`src/rtl/adc_temp_pkg.sv`:
```
// Shared types and elaboration-time helpers for the ADC temperature-to-BCD converter.
package adc_temp_pkg;

   typedef enum logic [1:0] {ACC, CALC, SHIFT, DONE} state_e;

   function automatic int clog2(input int n);
      int r;
      r = 0;
      while ((1 << r) < n) r++;
      return r;
   endfunction

   // Packed BCD of a non-negative integer, least-significant digit in bits [3:0].
   function automatic logic [63:0] to_bcd(input int value, input int digits);
      logic [63:0] r;
      int          v;
      r = '0;
      v = value;
      for (int i = 0; i < 16; i++) begin
         if (i < digits) begin
            r[4*i +: 4] = 4'(v % 10);
            v           = v / 10;
         end
      end
      return r;
   endfunction

endpackage

```
`src/rtl/bin2bcd_seq.sv`:
```
// Iterative shift-add-3 (double-dabble) binary to packed-BCD converter, one bit per cycle.
module bin2bcd_seq #(
   parameter int BIN_W  = 7,
   parameter int DIGITS = 2
) (
   input  logic                  CLK,
   input  logic                  RST_N,
   input  logic                  START,
   input  logic [BIN_W-1:0]      BIN,
   output logic [4*DIGITS-1:0]   BCD,
   output logic                  DONE
);

   localparam int SR_W  = 4*DIGITS + BIN_W;
   localparam int CNT_W = adc_temp_pkg::clog2(BIN_W + 1);

   logic [SR_W-1:0]  sr_q, sr_d;
   logic [CNT_W-1:0] cnt_q;

   // BCD digits sit above the binary operand; each step corrects digits then shifts the whole register.
   always_comb begin
      sr_d = sr_q;
      for (int i = 0; i < DIGITS; i++) begin
         if (sr_d[BIN_W + 4*i +: 4] >= 4'd5)
            sr_d[BIN_W + 4*i +: 4] = sr_d[BIN_W + 4*i +: 4] + 4'd3;
      end
      sr_d = sr_d << 1;
   end

   always_ff @(posedge CLK) begin
      if (!RST_N) begin
         sr_q  <= '0;
         cnt_q <= '0;
      end else if (START) begin
         sr_q  <= SR_W'(BIN);
         cnt_q <= CNT_W'(BIN_W);
      end else if (cnt_q != '0) begin
         sr_q  <= sr_d;
         cnt_q <= cnt_q - CNT_W'(1);
      end
   end

   assign BCD  = sr_q[SR_W-1 -: 4*DIGITS];
   assign DONE = (cnt_q == CNT_W'(1));

endmodule

```
`src/rtl/adc_temp_bcd_conv.sv`:
```
// Averages raw ADC temperature codes, removes the sensor offset, clamps to range
// and presents the result as packed BCD with a one-cycle valid strobe.
module adc_temp_bcd_conv
   import adc_temp_pkg::*;
#(
   parameter int ADC_W        = 8,
   parameter int OFFSET       = 56,
   parameter int TEMP_MAX     = 99,
   parameter int DIGITS       = 2,
   parameter int AVG_LOG2     = 0,
   parameter int OOR_MODE     = 0,
   parameter int DEFAULT_TEMP = 23
) (
   input  logic                  CLK,
   input  logic                  RST_N,
   input  logic [ADC_W-1:0]      A,
   input  logic                  A_VALID,
   output logic [4*DIGITS-1:0]   Y,
   output logic                  Y_VALID,
   output logic                  BUSY,
   output logic                  OOR
);

   localparam int BIN_W = clog2(TEMP_MAX + 1);
   localparam int SUM_W = ADC_W + AVG_LOG2;
   localparam int CNT_W = AVG_LOG2 + 1;
   localparam int NSAMP = 1 << AVG_LOG2;

   localparam logic [63:0]          Y_RST_FULL = to_bcd(DEFAULT_TEMP, DIGITS);
   localparam logic [4*DIGITS-1:0]  Y_RST      = Y_RST_FULL[4*DIGITS-1:0];
   localparam logic signed [SUM_W:0] OFFSET_S  = (SUM_W+1)'(OFFSET);
   localparam logic signed [SUM_W:0] TMAX_S    = (SUM_W+1)'(TEMP_MAX);

   // Returns {oor, value}; out-of-range policy is fixed at elaboration.
   function automatic logic [BIN_W:0] clamp_temp(input logic signed [SUM_W:0] t);
      logic             oor;
      logic [BIN_W-1:0] v;
      if (t < 0) begin
         oor = 1'b1;
         v   = (OOR_MODE != 0) ? '0 : BIN_W'(DEFAULT_TEMP);
      end else if (t > TMAX_S) begin
         oor = 1'b1;
         v   = (OOR_MODE != 0) ? BIN_W'(TEMP_MAX) : BIN_W'(DEFAULT_TEMP);
      end else begin
         oor = 1'b0;
         v   = t[BIN_W-1:0];
      end
      return {oor, v};
   endfunction

   state_e                state_q;
   logic [SUM_W-1:0]      sum_q, sum_d;
   logic [CNT_W-1:0]      cnt_q;
   logic [4*DIGITS-1:0]   y_q;
   logic                  yv_q, busy_q, oor_q, oor_pend_q;

   logic [SUM_W-1:0]      avg;
   logic signed [SUM_W:0] t_s;
   logic [BIN_W:0]        clamp_res;
   logic                  eng_start, eng_done;
   logic [4*DIGITS-1:0]   eng_bcd;

   always_comb begin
      sum_d     = sum_q + SUM_W'(A);
      avg       = sum_q >> AVG_LOG2;
      t_s       = $signed({1'b0, avg}) - OFFSET_S;
      clamp_res = clamp_temp(t_s);
      eng_start = (state_q == CALC);
   end

   bin2bcd_seq #(
      .BIN_W  (BIN_W),
      .DIGITS (DIGITS)
   ) u_bcd (
      .CLK   (CLK),
      .RST_N (RST_N),
      .START (eng_start),
      .BIN   (clamp_res[BIN_W-1:0]),
      .BCD   (eng_bcd),
      .DONE  (eng_done)
   );

   always_ff @(posedge CLK) begin
      if (!RST_N) begin
         state_q    <= ACC;
         sum_q      <= '0;
         cnt_q      <= '0;
         y_q        <= Y_RST;
         yv_q       <= 1'b0;
         busy_q     <= 1'b0;
         oor_q      <= 1'b0;
         oor_pend_q <= 1'b0;
      end else begin
         yv_q <= 1'b0;
         case (state_q)
            ACC: begin
               if (A_VALID) begin
                  sum_q <= sum_d;
                  cnt_q <= cnt_q + CNT_W'(1);
                  if (cnt_q == CNT_W'(NSAMP - 1)) begin
                     state_q <= CALC;
                     busy_q  <= 1'b1;
                  end
               end
            end
            CALC: begin
               oor_pend_q <= clamp_res[BIN_W];
               state_q    <= SHIFT;
            end
            SHIFT: begin
               if (eng_done) state_q <= DONE;
            end
            DONE: begin
               y_q     <= eng_bcd;
               oor_q   <= oor_pend_q;
               yv_q    <= 1'b1;
               sum_q   <= '0;
               cnt_q   <= '0;
               busy_q  <= 1'b0;
               state_q <= ACC;
            end
            default: state_q <= ACC;
         endcase
      end
   end

   assign Y       = y_q;
   assign Y_VALID = yv_q;
   assign BUSY    = busy_q;
   assign OOR     = oor_q;

endmodule

```
`config.mk`:
```
export PLATFORM = sky130hd
export DESIGN_NAME = adc_temp_bcd_conv
export DESIGN_NICKNAME = d
export VERILOG_FILES = /design/src/rtl/adc_temp_pkg.sv /design/src/rtl/bin2bcd_seq.sv /design/src/rtl/adc_temp_bcd_conv.sv
export SDC_FILE = /design/constraint.sdc
export NUM_CORES = 1
export LEC_CHECK = 0
export CAP_MARGIN = 40
export CORE_ASPECT_RATIO = 1.75
export CORE_MARGIN = 5
export CORE_UTILIZATION = 51
export CTS_CLUSTER_DIAMETER = 80
export CTS_CLUSTER_SIZE = 8
export DETAILED_ROUTE_END_ITERATION = 8
export PLACE_DENSITY_LB_ADDON = 0.25
export SLEW_MARGIN = 10
export SYNTH_ARGS = -nofsm -noshare
export SYNTH_HDL_FRONTEND = slang
export SYNTH_SLANG_ARGS = --single-unit
```
`constraint.sdc`:
```
create_clock -name CLK -period 1.7 [get_ports CLK]
set_clock_uncertainty 0.05 [all_clocks]
set_input_delay 0.17 -clock CLK [delete_from_list [all_inputs] [get_ports CLK]]
set_output_delay 0.17 -clock CLK [all_outputs]
set_load 0.1 [all_outputs]
```
==> impl_results.md, run 1 <==
- Post-DP HPWL: 4.019 mm
- Clock Root Buffer: clkbuf_8
- Area delta synth->final: 34.08%
- FP Rows: 32
- Synthesized cell area: 2354 um2
- Status: completed
- Fin cells: 376
- Top cells by count, synth: dfxtp_1, nand2_1, a21oi_1, ha_1, nor2_1
- Top FF cell, synth: dfxtp_1
- Largest net degree at the start of global routing: 17
- TritonCTS clock tree: built
- Length of the first detailed-routing pass in iterations: 4
- Largest area contributor in the netlist: dfxtp_1
- Wire per inst: 15.04 um
- Sequential share of the synthesized area: 34.88%
- Seq cells post-synth: 41
- Syn avg cell area: 8.621 um2
- Number of H-tree levels: 2
- Unrepaired setup endpoints after global routing: yes
- Post-DP Area: 2937 um2
- Die W: 61.35 um
- Worst reg-to-reg path cell count: 7
- Hold Vio Cnt, Final: 0
- Hold Path Depth: 2
- Worst Path Required: 1.84 ns
- Final period utilization: 97.36%
- Max-Cap Viols: 0
- Final hold slack: 0.4078 ns
- Antenna cells: 0
- Async SR Flop Fraction: 0%
- VDD IR max: 1.223 mV
- Starting density of the core: 52.96%
- Worst path arrival time: 1.79 ns
- Vias: 2132
- Design Power: 0.005133 W
- Core area: 4444 um2
- Initial antenna violation count: 0
- # DRC: 0
- GRT Overall Usage: 18.62%
- Synthesized net count: 305
- Slew HR: 74.51%
- Maximum clock rate: 604.2 MHz
- Ys Warns: 0
- Post-synth EDFFs: 0
- Worst stage delay on the critical path: 0.33 ns
- Finished Cell Area: 3156 um2
- Die Y: 99.87 um
- Worst Hold Class: reg2reg
- Register-to-register setup slack: 0.04 ns
- DP Worst Slack: -0.3108 ns
- Area contributors post-synth: dfxtp_1, ha_1, a21oi_1
- CTS Buf Count: 5
- Mean number of vias per cell: 5.670
- Layout cell share with drive strength beyond 1: 23.69%
- Crit path launch type: flop
- Worst setup path startpoint: avg[0]
- Gp weighted congestion: 0.8020
- Count leader, synth: dfxtp_1
- CP Capture Type: flop
- PnR worst setup slack: 0.04488 ns
- Critical path class: reg2reg
- GRT Residual Overflow: 0
- Crit path to: avg[5]
- Skew-Pair Late Insertion Delay: 0.30 ns
- Iter 0 DRT Violations: 51
- Top Ports: 22
- Cell Chain, Critical Path: ha_2 > buf_4 > a211oi_2 > o21bai_1 > a21oi_2 > xor2_1 > o21ai_1
- Leak pwr: 1.308 nW
- Port buffer count: 21
- Distinct cells, synth: 46
- Slew Viols, Final: 0
- Final setup vio count: 0
- RR Startpoint: avg[0]
- CTS clock-pin slew for the worst setup and hold paths: 0.08 ns
- Reg2reg end: avg[5]
- First-pass GRT wire length: 8.700 mm
- Crit path max fanout: 2
- Yosys top cell area share: 34.88%
- Critical-path top delay cell: dfxtp_1
- Antenna Nets Post-Route: 0
- Worst slew pin tran: 0.3824 ns
- Placed instance count: 366
- Vias in the first global route: 2019
- Routed WL: 5.656 mm
- Die area: 6127 um2
- CTS Sinks: 41
- Final Critical Period: 1.655 ns
- NumNets Final: 356
- Power Dens Cells: 1627 nW/um2
- Clock Path Buffers: 2
- Post-Synthesis Cells: 273
[cell families after synthesis]
family                   count (synthesis)  share of synthesized area, %
multiplexers                            15                         6.433
flip-flops                              41                         34.88
AO/OA/AOI/OAI                           71                         19.62
buffers and inverters                   24                         4.093
XOR/XNOR                                10                         3.721
AND/OR/NAND/NOR                         91                         19.78
adder cells (fa/ha/maj)                 21                         11.48
[layer usage]
metal	share of wire [%]	GRT usage, %
met5	0	0
met4	5.1	11.44
met3	3.2	3.732
met2	55	34.75
met1	37	17.16
[worst max-delay path, delay by kind of cell (launching register included)]
| kind | cells | cell delay [ns] |
|---|---|---|
| xor gates and xnor gates | 1 | 0.15 |
| AOI/OAI and AO/OA | 4 | 0.71 |
| buffers and inverters | 1 | 0.13 |
| DFF | 1 | 0.33 |
| adders and majority gates | 1 | 0.18 |
[placed cells by master, fill, tap and decap left out, types with 5 or more instances in the layout]
cell type / count
nand3_1: 7
a21oi_1: 26
buf_4: 34
nor2b_1: 10
buf_12: 11
nand2b_1: 7
clkbuf_8: 5
dfxtp_1: 38
o21ai_0: 5
xnor2_1: 6
nand2_1: 30
mux2i_1: 14
clkdlybuf4s50_1: 9
inv_1: 12
ha_1: 14
nor2_1: 17
o21ai_1: 8
[state kept, by name (all words and copies together) (netlist names)]
register,cells
BUSY,1
OOR,1
Y,8
Y_VALID,1
avg,8
cnt_q,1
oor_pend_q,1
state_q,2
u_bcd.cnt_q,3
u_bcd.sr_q,15
[final cells by class]
class / count / area [um2]
inverter: 13 / 48.80
sequential: 41 / 829.5
tap: 51 / 63.81
multi-input combinational: 208 / 1505
clock buffer: 5 / 68.82
clock inverter: 3 / 65.06
fill: 338 / 1289
timing repair buffer: 55 / 574.3
[what timing repair did]
action | 4_1_cts | 5_1_grt
pin swaps | 1 | 9
setup buffers | 0 | 2
gates resized for setup | 4 | 14
hold buffers | 0 | 0
setup endpoints to repair | 7 | 8
hold endpoints to repair | 0 | 0
[per-stage QoR]
stage               util, %  TNS [ns]
floorplan                 -         0
global placement      66.08    -1.399
detailed placement    66.08    -1.653
CTS                   69.17         0
global route          71.00   -0.1760
finish                71.00         0
[power by group]
part | internal, W | total (W) | switching [W]
clock | 0.000584 | 0.000940 | 0.000356
combinational | 0.00126 | 0.00272 | 0.00146
sequential | 0.00123 | 0.00147 | 0.000249
total | 0.00307 | 0.00513 | 0.00206
[worst min path at each step]
| stage | slack (ns) | endpoint | from |
|---|---|---|---|
| after global placement | 0.40 | u_bcd.sr_q[7] | u_bcd.sr_q[6] |
| after global routing | 0.44 | u_bcd.sr_q[7] | u_bcd.sr_q[6] |
| after detailed placement | 0.40 | u_bcd.sr_q[7] | u_bcd.sr_q[6] |
| final | 0.41 | u_bcd.sr_q[7] | u_bcd.sr_q[6] |
| after CTS | 0.42 | u_bcd.sr_q[7] | u_bcd.sr_q[6] |
| after floorplan | 0.34 | avg[7] | A[7] |
(Power assumes the default switching activity.)
==> inputs of run 2 (changes only) <==
--- a/config.mk
+++ b/config.mk
@@ -7,3 +7,3 @@
 export LEC_CHECK = 0
-export CAP_MARGIN = 40
+export CAP_MARGIN = 15
 export CORE_ASPECT_RATIO = 1.75
--- a/constraint.sdc
+++ b/constraint.sdc
@@ -4,2 +4,2 @@
 set_output_delay 0.17 -clock CLK [all_outputs]
-set_load 0.1 [all_outputs]
+set_load 0.02 [all_outputs]
==> run 2 against run 1 <==
Against the previous run: worst setup slack improved by 0.0096 ns; critical path type unchanged; highest routed layer unchanged; largest power group unchanged; flip-flop and latch count did not move; critical endpoint unchanged; largest cell class unchanged; sequential power barely moved; final area fell by 4.3%.
==> impl_results.md, run 2 (same netlist as run 1, synthesis figures left out) <==
- Status: completed
- Final setup vio count: 0
- Number of H-tree levels: 2
- Initial antenna violation count: 0
- Hold_buf cts: 0
- Max-Cap Viols: 0
- Largest net degree at the start of global routing: 21
- Most common cell after layout, fill and taps aside: dfxtp_1
- Iter 0 DRT Violations: 67
- Vias: 2126
- Worst stage delay on the critical path: 0.34 ns
- Hold Path Depth: 2
- Max reg flops: 15
- Clock share of power: 17.1%
- Critical-path top delay cell: dfxtp_2
- CP Buf/Inv Count: 0
- Clock Root Buffer: clkbuf_8
- Hold Vio Cnt, Final: 0
- Die W: 61.35 um
- Register-to-register setup slack: 0.05 ns
- Hold Crit Endpoint: u_bcd.sr_q[7]
- CP Capture Type: flop
- CTS Sinks: 41
- Top Ports: 22
- Area delta synth->final: 28.28%
- Antenna cells: 0
- Sw Ratio: 38.60%
- Unrepaired setup endpoints after global routing: yes
- Most frequent cells in the layout: dfxtp_1, buf_4, nand2_1
- Slew HR: 75.46%
- Crit path max fanout: 3
- Die Y: 99.87 um
- VDD IR max: 0.9820 mV
- Layout cell share with drive strength beyond 1: 18.89%
- GRT Overall Usage: 18.22%
- Wire per inst: 14.15 um
- Post-DP HPWL: 3.890 mm
- Final period utilization: 96.80%
- Reg with most FFs: u_bcd.sr_q
- Worst path arrival time: 1.78 ns
- Routed WL: 5.291 mm
- Die area: 6127 um2
- Maximum clock rate: 607.7 MHz
- CTS clock-pin slew for the worst setup and hold paths: 0.08 ns
- FP Rows: 32
- Final Critical Period: 1.646 ns
- Sequential Power Share: 30.6%
- Worst Hold Class: reg2reg
- Antenna Nets Post-Route: 0
- Starting density of the core: 52.96%
- Crit path launch type: flop
- Final hold slack: 0.4135 ns
- Mean number of vias per cell: 5.684
- Port buffer count: 21
- TritonCTS clock tree: built
- Slew Viols, Final: 0
- Reg2reg end: avg[5]
- Hold path startpoint: u_bcd.sr_q[6]
- # DRC: 0
- Power Dens Cells: 1570 nW/um2
- Worst reg-to-reg path cell count: 6
- Core area: 4444 um2
- Length of the first detailed-routing pass in iterations: 4
- Combinational group share of total power: 52.3%
- Int Pwr: 0.002911 W
- Delay-heaviest family, CP: compound AO/OA/AOI/OAI gates
- Critical path class: reg2reg
- Skew-Pair Late Insertion Delay: 0.29 ns
- Vias in the first global route: 2066
- DP Worst Slack: -0.3211 ns
- PnR worst setup slack: 0.05448 ns
- Worst slew pin tran: 0.3668 ns
- GRT Residual Overflow: 0
- First-pass GRT wire length: 8.638 mm
- Cell Chain, Critical Path: ha_1 > a211oi_2 > o21bai_1 > a21oi_1 > xor2_1 > o21ai_1
- RR Startpoint: avg[1]
- NumNets Final: 354
- Worst Path Required: 1.84 ns
- Gp weighted congestion: 0.8025
- Design Power: 0.004740 W
- Leak pwr: 1.249 nW
- Sw Pwr: 0.001830 W
- Clock Path Buffers: 2
- CTS Buf Count: 5
run 2: cell types whose count changed in the layout (fill, tap and decap cells not counted), sizes merged:
cell	previous run	this run
bufinv	2	1
dlymetal6s2s	0	1
clkdlybuf4s50	9	20
buf	45	32
dlygate4sd2	1	0
clkbuf	5	7
clkinv	1	0
run 2: timing repair:
action	CTS	global route
gates resized for setup	3	13
pin swaps	0	9
buffers inserted	0	4
endpoints found under the hold margin	0	0
setup endpoints to repair	7	13
run 2: worst register-to-register path, cell delays in order (launching register included):
cell and delay [ns]:
dfxtp_2 0.34, ha_1 0.31, a211oi_2 0.30, o21bai_1 0.11, a21oi_1 0.20, xor2_1 0.17, o21ai_1 0.06
run 2: power by group through the flow:
stage | Sequential, W | Combinational, W | Clock [W]
floorplan | 0.00146 | 0.00154 | 0
global placement | 0.00144 | 0.00226 | 0
detailed placement | 0.00145 | 0.00231 | 0
CTS | 0.00144 | 0.00234 | 0.000824
global route | 0.00148 | 0.00278 | 0.000877
finish | 0.00145 | 0.00248 | 0.000809
run 2: layout make-up:
cell class	count	area (um2)
clock inverters	1	30.03
flip-flops and latches	41	829.5
clock buffers	7	86.33
well taps	51	63.81
repair buffers	53	465.4
fillers	366	1425
inverters	13	48.80
multi-input cells	208	1495
run 2: routing by layer:
layer | global-route usage, % | vias to the layer above | share of wire (%)
li1 | - | 1057 | -
met1 | 17.96 | 1010 | 38
met2 | 33.03 | 45 | 55
met3 | 3.732 | 14 | 3.3
met4 | 10.62 | 0 | 3.6
met5 | 0 | - | 0
run 2: how the worst max path moves through the flow:
stage                start     end  slack (ns)  depth (start not counted)
floorplan           avg[0]  avg[6]        0.02                          7
CTS                   A[1]  avg[7]        0.02                          7
finish              avg[1]  avg[5]        0.05                          6
global placement      A[0]  avg[6]       -0.30                          8
detailed placement    A[0]  avg[6]       -0.32                          8
global route        avg[0]  avg[6]       -0.03                          7
run 2: through the flow:
stage | area (um2) | std cells | setup TNS (ns) | utilization [%]
finish | 3019 | 374 | 0 | 67.93
global route | 3019 | 374 | -0.03768 | 67.93
CTS | 2930 | 370 | 0 | 65.93
detailed placement | 2809 | 362 | -1.801 | 63.20
global placement | 2809 | 362 | -1.443 | 63.20
floorplan | 2360 | 273 | 0 | -
==> inputs of run 3 (changes only) <==
CORE_UTILIZATION = 35   (was 51)
SKIP_CTS_REPAIR_TIMING = 1   (was not set)
==> run 3 against run 2 <==
Against the previous run: register-to-register slack about the same; sequential share of layout area down 1.1 points; routed wire length up 4.4%; utilization down 20 points; sequential power about the same; combinational power up 3%; clock-buffer cell count down 2; clock power up 15%; power up 4.7%; critical path type unchanged; largest power group unchanged.
==> impl_results.md, run 3 (same netlist as run 1, synthesis figures left out) <==
- Placed instance count: 397
- Sw Ratio: 38.91%
- Most common cell after layout, fill and taps aside: dfxtp_1
- CP Capture Type: flop
- Maximum clock rate: 609.2 MHz
- CTS clock-pin slew for the worst setup and hold paths: 0.06 ns
- Clock share of power: 18.7%
- Hold path startpoint: Y[1]
- CTS Buf Count: 5
- Largest net degree at the start of global routing: 23
- DP Worst Slack: -0.3124 ns
- Critical path class: reg2reg
- Final period utilization: 96.55%
- TritonCTS clock tree: built
- Wire per inst: 13.54 um
- Length of the first detailed-routing pass in iterations: 4
- Core area: 6539 um2
- Worst slew pin tran: 0.3404 ns
- # DRC: 0
- Final setup vio count: 0
- Clock Path Buffers: 2
- Worst setup path startpoint: avg[0]
- Register-to-register setup slack: 0.06 ns
- Unrepaired setup endpoints after global routing: yes
- Int Pwr: 0.003031 W
- GRT Residual Overflow: 0
- Reg with most FFs: u_bcd.sr_q
- Mean number of vias per cell: 5.093
- Routed WL: 5.524 mm
- Crit path max fanout: 2
- GRT Overall Usage: 13.39%
- Leak pwr: 1.285 nW
- Status: completed
- Power Dens Cells: 1573 nW/um2
- NumNets Final: 357
- RR Startpoint: avg[0]
- VDD IR max: 0.7605 mV
- Iter 0 DRT Violations: 56
- Worst Path Required: 1.82 ns
- Crit path launch type: flop
- Layout cell share with drive strength beyond 1: 23.31%
- Worst path arrival time: 1.76 ns
- Vias in the first global route: 2106
- Fin cells: 408
- Reg2reg end: avg[6]
- Max reg flops: 15
- Post-DP HPWL: 4.141 mm
- Hold Path Depth: 2
- Hold Vio Cnt, Final: 0
- Clock Root Buffer: clkbuf_16
- Antenna cells: 0
- Met2 Use GR: 26.15%
- Worst Hold Class: reg2reg
- Starting density of the core: 35.99%
- Hold Crit Endpoint: Y[1]
- Sequential Power Share: 29.7%
- Sw Pwr: 0.001930 W
- PnR worst setup slack: 0.05858 ns
- Initial antenna violation count: 0
- Top Ports: 22
- Met3 Use GR: 1.614%
- Most frequent cells in the layout: dfxtp_1, buf_4, nand2_1
- Met1 GRT Util: 13.52%
- Die Y: 118.5 um
- Slew HR: 77.02%
- Setup TNS: 0 ns
- Final Critical Period: 1.641 ns
- FP Rows: 39
- Die W: 71.99 um
- Vias: 2078
- Design Power: 0.004961 W
- Gp weighted congestion: 0.7510
- First-pass GRT wire length: 9.349 mm
- CTS Sinks: 41
- Top Usage Layer GRT: met2
- Die area: 8528 um2
- Max-Cap Viols: 0
- Number of H-tree levels: 2
- Area delta synth->final: 34.02%
- Worst reg-to-reg path cell count: 7
- Port buffer count: 21
- Slew Viols, Final: 0
- Skew-Pair Late Insertion Delay: 0.28 ns
- Combinational group share of total power: 51.6%
- Antenna Nets Post-Route: 0
[run 3: power groups by stage]
stage | sequential (W) | combinational [W] | clock, W
3_5_place_dp | 0.00146 | 0.00238 | 0
4_1_cts | 0.00144 | 0.00239 | 0.000960
6_report | 0.00147 | 0.00256 | 0.000927
3_3_place_gp | 0.00145 | 0.00234 | 0
2_1_floorplan | 0.00146 | 0.00154 | 0
5_1_grt | 0.00152 | 0.00288 | 0.000980
[run 3: metal layers]
metal | share of wire (%) | up-vias
met4 | 2.2 | 0
met2 | 57 | 31
li1 | - | 1058
met5 | 0 | -
met1 | 39 | 982
met3 | 2.0 | 7
[run 3: area by class of cell]
class                   count  area (um2)
fillers                   676        3385
multi-input cells         208        1539
flip-flops and latches     41       830.8
repair buffers             56       490.5
clock buffers               5       125.1
well taps                  82       102.6
inverters                  13       48.80
clock inverters             3       17.52
[run 3: stage by stage]
step	utilization, %	hold WS (ns)	area (um2)
6_report	48.24	0.4224	3154
2_1_floorplan	-	0.3411	2360
3_5_place_dp	44.01	0.4112	2878
5_1_grt	48.24	0.4612	3154
3_3_place_gp	44.01	0.4041	2878
4_1_cts	46.19	0.4266	3020
[run 3: worst max-delay path by stage]
stage,to,slack (ns),depth (start not counted)
final,avg[6],0.06,7
after global routing,u_bcd.sr_q[1],-0.04,7
after CTS,avg[7],-0.03,7
after detailed placement,avg[7],-0.31,7
after global placement,avg[6],-0.29,8
after floorplan,avg[6],0.02,7
[run 3: worst max-delay path: stages, from the launching register on]
cell      delay, ns
dfxtp_2        0.34
ha_4           0.16
fa_2           0.36
a21o_1         0.17
a21oi_2        0.14
o21bai_1       0.10
mux2i_1        0.14
nand2_1        0.07
